## src/rtl/fei4_rx_arbiter_pkg.sv

```systemverilog
// Shared types and helpers for the FEI4 RX read arbiter.
// FSM state encoding, index-width helper, default data width.
package fei4_rx_arbiter_pkg;

  localparam int DW_DEF = 32;

  typedef enum logic {
    ST_IDLE  = 1'b0,
    ST_GRANT = 1'b1
  } state_t;

  // ceil(log2(n)), never below 1 so N_CH=1 still has a GRANT_ID bit
  function automatic int clog2(input int n);
    int r;
    r = 0;
    for (int i = 0; i < 32; i++) begin
      if ((1 << r) < n) r++;
    end
    return (r < 1) ? 1 : r;
  endfunction

endpackage

```

## src/rtl/fei4_rx_rr_pick.sv

```systemverilog
// Round-robin picker: first set bit of req at or after ptr, wrapping.
// Ports: req, ptr in; found, idx out. Purely combinational.
module fei4_rx_rr_pick #(
  parameter int N_CH = 4,
  parameter int GW   = 2
) (
  input  logic [N_CH-1:0] req,
  input  logic [GW-1:0]   ptr,
  output logic            found,
  output logic [GW-1:0]   idx
);

  always_comb begin
    found = 1'b0;
    idx   = '0;
    for (int k = 0; k < N_CH; k++) begin
      if (!found && req[(int'(ptr) + k) % N_CH]) begin
        found = 1'b1;
        idx   = GW'((int'(ptr) + k) % N_CH);
      end
    end
  end

endmodule

```

## src/rtl/fei4_rx_arbiter.sv

```systemverilog
// Round-robin merge of N_CH FWFT RX FIFOs into one FWFT word stream.
// Ports: BUS_CLK/BUS_RST_N, CH_EN, FIFO_EMPTY/DATA/READ, OUT_READ,
// OUT_EMPTY, OUT_DATA, GRANT_ID, BUSY. FEI4_RX_ARB_CNT_EN adds
// CNT_CLR in and a saturating WORD_CNT out.
module fei4_rx_arbiter
  import fei4_rx_arbiter_pkg::*;
#(
  parameter int N_CH      = 4,
  parameter int MAX_BURST = 16,
  parameter int DW        = DW_DEF,
  localparam int GW       = clog2(N_CH)
) (
  input  logic             BUS_CLK,
  input  logic             BUS_RST_N,
  input  logic [N_CH-1:0]  CH_EN,
  input  logic [N_CH-1:0]  FIFO_EMPTY,
  input  logic [N_CH*DW-1:0] FIFO_DATA,
  output logic [N_CH-1:0]  FIFO_READ,
  input  logic             OUT_READ,
  output logic             OUT_EMPTY,
  output logic [DW-1:0]    OUT_DATA,
  output logic [GW-1:0]    GRANT_ID,
`ifdef FEI4_RX_ARB_CNT_EN
  input  logic             CNT_CLR,
  output logic [31:0]      WORD_CNT,
`endif
  output logic             BUSY
);

  state_t          state_q, state_d;
  logic [GW-1:0]   ptr_q, ptr_d;
  logic [GW-1:0]   gnt_q, gnt_d;
  logic [GW-1:0]   gnt_nxt;
  logic [GW-1:0]   pick_idx;
  logic            pick_found;
  logic [7:0]      bcnt_q, bcnt_d;
  logic            out_vld_q;
  logic [DW-1:0]   out_data_q;
  logic [N_CH-1:0] req;
  logic            g_en, g_emp;
  logic            out_ready;
  logic            last;
  logic            pop;

  assign req       = CH_EN & ~FIFO_EMPTY;
  assign g_en      = CH_EN[gnt_q];
  assign g_emp     = FIFO_EMPTY[gnt_q];
  assign out_ready = ~out_vld_q | OUT_READ;
  assign last      = (bcnt_q == 8'(MAX_BURST - 1));
  assign gnt_nxt   = (gnt_q == GW'(N_CH - 1))
                   ? '0 : gnt_q + GW'(1);

  fei4_rx_rr_pick #(
    .N_CH (N_CH),
    .GW   (GW)
  ) u_pick (
    .req   (req),
    .ptr   (ptr_q),
    .found (pick_found),
    .idx   (pick_idx)
  );

  always_comb begin
    state_d   = state_q;
    ptr_d     = ptr_q;
    gnt_d     = gnt_q;
    bcnt_d    = bcnt_q;
    pop       = 1'b0;
    FIFO_READ = '0;
    unique case (state_q)
      ST_IDLE: begin
        if (pick_found) begin
          gnt_d   = pick_idx;
          bcnt_d  = '0;
          state_d = ST_GRANT;
        end
      end
      ST_GRANT: begin
        pop = g_en & ~g_emp & out_ready;
        if (pop) begin
          FIFO_READ[gnt_q] = 1'b1;
          bcnt_d = bcnt_q + 8'd1;
        end
        // stall (!out_ready) keeps the grant
        if ((pop & last) | g_emp | ~g_en) begin
          state_d = ST_IDLE;
          ptr_d   = gnt_nxt;
        end
      end
      default: state_d = ST_IDLE;
    endcase
  end

  always_ff @(posedge BUS_CLK or negedge BUS_RST_N) begin
    if (!BUS_RST_N) begin
      state_q    <= ST_IDLE;
      ptr_q      <= '0;
      gnt_q      <= '0;
      bcnt_q     <= '0;
      out_vld_q  <= 1'b0;
      out_data_q <= '0;
    end else begin
      state_q <= state_d;
      ptr_q   <= ptr_d;
      gnt_q   <= gnt_d;
      bcnt_q  <= bcnt_d;
      if (pop) begin
        out_vld_q  <= 1'b1;
        out_data_q <= FIFO_DATA[gnt_q*DW +: DW];
      end else if (OUT_READ) begin
        out_vld_q <= 1'b0;
      end
    end
  end

  assign OUT_EMPTY = ~out_vld_q;
  assign OUT_DATA  = out_data_q;
  assign GRANT_ID  = gnt_q;
  assign BUSY      = (state_q == ST_GRANT);

`ifdef FEI4_RX_ARB_CNT_EN
  logic [31:0] cnt_q;

  always_ff @(posedge BUS_CLK or negedge BUS_RST_N) begin
    if (!BUS_RST_N) begin
      cnt_q <= '0;
    end else if (CNT_CLR) begin
      cnt_q <= '0;
    end else if (pop && cnt_q != 32'hFFFF_FFFF) begin
      cnt_q <= cnt_q + 32'd1;
    end
  end

  assign WORD_CNT = cnt_q;
`endif

endmodule
```

## config.mk

```make
export PLATFORM = sky130hd
export DESIGN_NAME = fei4_rx_arbiter
export DESIGN_NICKNAME = d
export VERILOG_FILES = /design/src/rtl/fei4_rx_arbiter_pkg.sv /design/src/rtl/fei4_rx_rr_pick.sv /design/src/rtl/fei4_rx_arbiter.sv
export SDC_FILE = /design/constraint.sdc
export NUM_CORES = 1
export LEC_CHECK = 0
export BUFFER_PORTS_ARGS = -buffer_cell sky130_fd_sc_hd__buf_2
export CELL_PAD_IN_SITES_DETAIL_PLACEMENT = 1
export CELL_PAD_IN_SITES_GLOBAL_PLACEMENT = 2
export CORE_MARGIN = 4
export CORE_UTILIZATION = 23
export DETAILED_ROUTE_END_ITERATION = 6
export GPL_TIMING_DRIVEN = 0
export PLACE_DENSITY_LB_ADDON = 0.3
export SYNTH_ARGS = -nofsm -noshare
export SYNTH_HDL_FRONTEND = slang
export SYNTH_HIERARCHICAL = 1
export SYNTH_SLANG_ARGS = --single-unit
```

## constraint.sdc

```tcl
create_clock -name BUS_CLK -period 2.05 [get_ports BUS_CLK]
set_input_delay 0.41 -clock BUS_CLK [delete_from_list [all_inputs] [get_ports BUS_CLK]]
set_output_delay 0.41 -clock BUS_CLK [all_outputs]
set_load 0.03 [all_outputs]
```

==> flow_summary.ini <==
[logic_synthesis]
synth-seq-cells = 46
synth_area_per_cell_um2 = 13.8
synth_warnings = 6
ys_seq_area_share_pct = 40.5
syn-num-nets = 350
synth_most_common_cell = dfrtp_1
synthDistinctLibCells = 34
synth-edff-count = 0
synth_common_cells = dfrtp_1 (46), mux4_2 (33), mux2_2 (20)
syn-cell-area_mm2 = 0.00285
synth-async-reset-ratio_pct = 100
yosys.area.top_type = dfrtp_1
syn_inst = 206
ys.flop_type = dfrtp_1
yosys-top-cells-area = dfrtp_1 (40%), mux4_2 (26%), mux2_2 (7.9%), mux2_1 (5.5%), mux2i_1 (2.5%)
yosysTopAreaCellShare_pct = 40.5

[layout]
multi_input_area_mm2 = 0.00165
seqCellArea_mm2 = 0.00115
fill_cells = 1352
nNetsFinal = 550
area_growth_pct = 56.4
postLayoutCellArea_mm2 = 0.00445
diodes = 0
layout-drive-gt1-share_pct = 70.8

[worst_setup_path]
cp.arrival_ns = 1.89
crit_path_max_fanout = 7
r2r_end = OUT_DATA[13]$_DFFE_PN0P_
r2r_cells = 10
cp-end-kind = output port
worst_setup_path_start_kind = register
worstReg2RegStart = GRANT_ID[0]$_DFFE_PN0P_
required_ns = 1.64
r2r_slack_ns = -0.22
crit_type = register to output port

[cts]
cts.sinks = 46
htreeDepth = 2
cts_root_buf = clkbuf_16
cts_max_path_buffers = 2
clk_latency_ns = 0.29
cts_tree = yes
clkSlewWorstSetupHoldPaths_ns = 0.07
cts_hold_buffers = 0
cts_buffers = 5

[global_routing]
antenna_found_initial = 0
grt_max_degree = 47
grt_overflow = 0
grt.total_usage_pct = 13.2
grt_pass1_wl_um = 14900
grt_pass1_vias = 2744

[pwr]
max-vdd-ir-drop_mv = 0.432
finalPower_mw = 6.13
power.density_mw_per_mm2 = 1380
p_leak_nw = 2.13

[routing]
antenna_left = 0
post_drt_wl_per_cell_um = 16.9
wl_um = 9740
drt-pass1-iter-count = 4
drt-vias-per-instance = 4.42
drc_errors = 0
vias = 2542
drt_first_iter_violations = 72

[die]
start_util_pct = 23.6
chipHeight_um = 119
ioPinCount = 179
die_w_um = 119
core_area_mm2 = 0.0121
dieArea_mm2 = 0.0142
rows = 40

[sta]
rsz0062_at_grt = true
fin_skew_ns = 0.00836
post-route-period-util_pct = 112
final_hold_viol_count = 0
worstMarginPinSlew_ns = 1.09
relSlewSlack_pct = 27.7
maxSlewViolCount = 0
fin_crit_ns = 2.30
worst_slack_ns = -0.246
final-setup-viol-count = 32
fmax_mhz = 435

[run_status]
violations = negative setup slack
status = finished, violations left

[place]
placedInstanceArea_mm2 = 0.00397
gp_routability_congestion = 0.735
portBuffers = 178
dp_hpwl_um = 7740

[flow_run]
max_cap_violations = 0

[hold_path]
hold_path.class = input pin to async pin
## sequential cells by signal, summed over array words and instances, names as in the netlist
name       cells
OUT_DATA      32
BUSY           1
out_vld_q      1
ptr_q          2
GRANT_ID       2
bcnt_q         8
## layout by cell type (no fill, tap or decap), types with 2 or more instances in the layout
| cell | n |
|---|---|
| a21oi_1 | 4 |
| nand2_1 | 11 |
| mux4_2 | 33 |
| buf_8 | 4 |
| buf_4 | 10 |
| nor3b_1 | 2 |
| mux2_2 | 14 |
| nand2b_1 | 6 |
| buf_2 | 177 |
| dfrtp_1 | 45 |
| inv_1 | 11 |
| nor3_1 | 3 |
| buf_6 | 7 |
| mux2i_1 | 7 |
| clkbuf_16 | 6 |
| inv_2 | 2 |
| nand3_1 | 4 |
| and3_1 | 3 |
| mux2_4 | 19 |
| buf_12 | 2 |
| and2_4 | 4 |
| nor2_1 | 2 |
| o21ai_0 | 4 |
| ha_1 | 5 |
| clkbuf_1 | 2 |
## report_power, final
| group | total [mW] | switching, mW | internal (mW) |
|---|---|---|---|
| registers | 1.55 | 0.236 | 1.31 |
| logic | 3.66 | 1.91 | 1.74 |
| clock network | 0.926 | 0.348 | 0.577 |
## repair_timing
action | CTS | global route
endpoints found under the setup margin | 46 | 35
setup buffers | 12 | 6
pin swaps | 1 | 1
gates cloned | 1 | 1
resized for setup | 44 | 7
## per-layer routing
metal	part of all wire, %	track usage, %	wire length [µm]
met1	42	16.7	4100
met2	50	23.1	4840
met3	7.3	3.32	715
met4	0.88	2.46	86
met5	0	0	0
## cell families after synthesis
family                     share of synthesized area (%)
AOI/OAI and AO/OA                                   3.12
and+or+nand+nor                                     7.43
adders and majority gates                           2.20
DFF                                                 40.5
buffers and inverters                               4.75
muxes                                               42.0
## stage by stage
step | instances | setup slack, ns | hold slack, ns | TNS, ns | util, %
floorplan | 206 | -0.158 | 0.114 | -0.632 | -
global placement | 552 | -0.642 | 0.467 | -12.66 | 32.9
detailed placement | 552 | -0.668 | 0.470 | -14.06 | 32.9
CTS | 572 | -0.431 | 0.362 | -4.62 | 36.6
global route | 575 | -0.306 | 0.428 | -6.70 | 36.9
finish | 575 | -0.246 | 0.326 | -4.58 | 36.9
## area by class of cell
class | count | area share, %
well taps | 168 | 4.72
repair buffers | 196 | 25.6
plain buffers | 10 | 1.63
multi-input cells | 133 | 37.0
clock inverters | 3 | 0.984
flip-flops and latches | 46 | 25.9
inverters | 14 | 1.35
clock buffers | 5 | 2.81
## worst max-delay path, stage by stage (launching register included)
cell,delay [ns]
dfrtp_2,0.45
inv_8,0.07
mux4_2,0.54
nor2_4,0.14
buf_8,0.13
and2_4,0.14
buf_6,0.13
## how the worst max path moves through the flow
stage | to | start | depth (start not counted)
detailed placement | FIFO_READ[1] | GRANT_ID[1]$_DFFE_PN0P_ | 8
finish | FIFO_READ[1] | GRANT_ID[0]$_DFFE_PN0P_ | 6
CTS | FIFO_READ[1] | GRANT_ID[0]$_DFFE_PN0P_ | 8
global placement | FIFO_READ[1] | GRANT_ID[1]$_DFFE_PN0P_ | 8
floorplan | FIFO_READ[0] | GRANT_ID[0]$_DFFE_PN0P_ | 7
global route | FIFO_READ[1] | GRANT_ID[0]$_DFFE_PN0P_ | 6
Power figures use the tool's default switching activity.
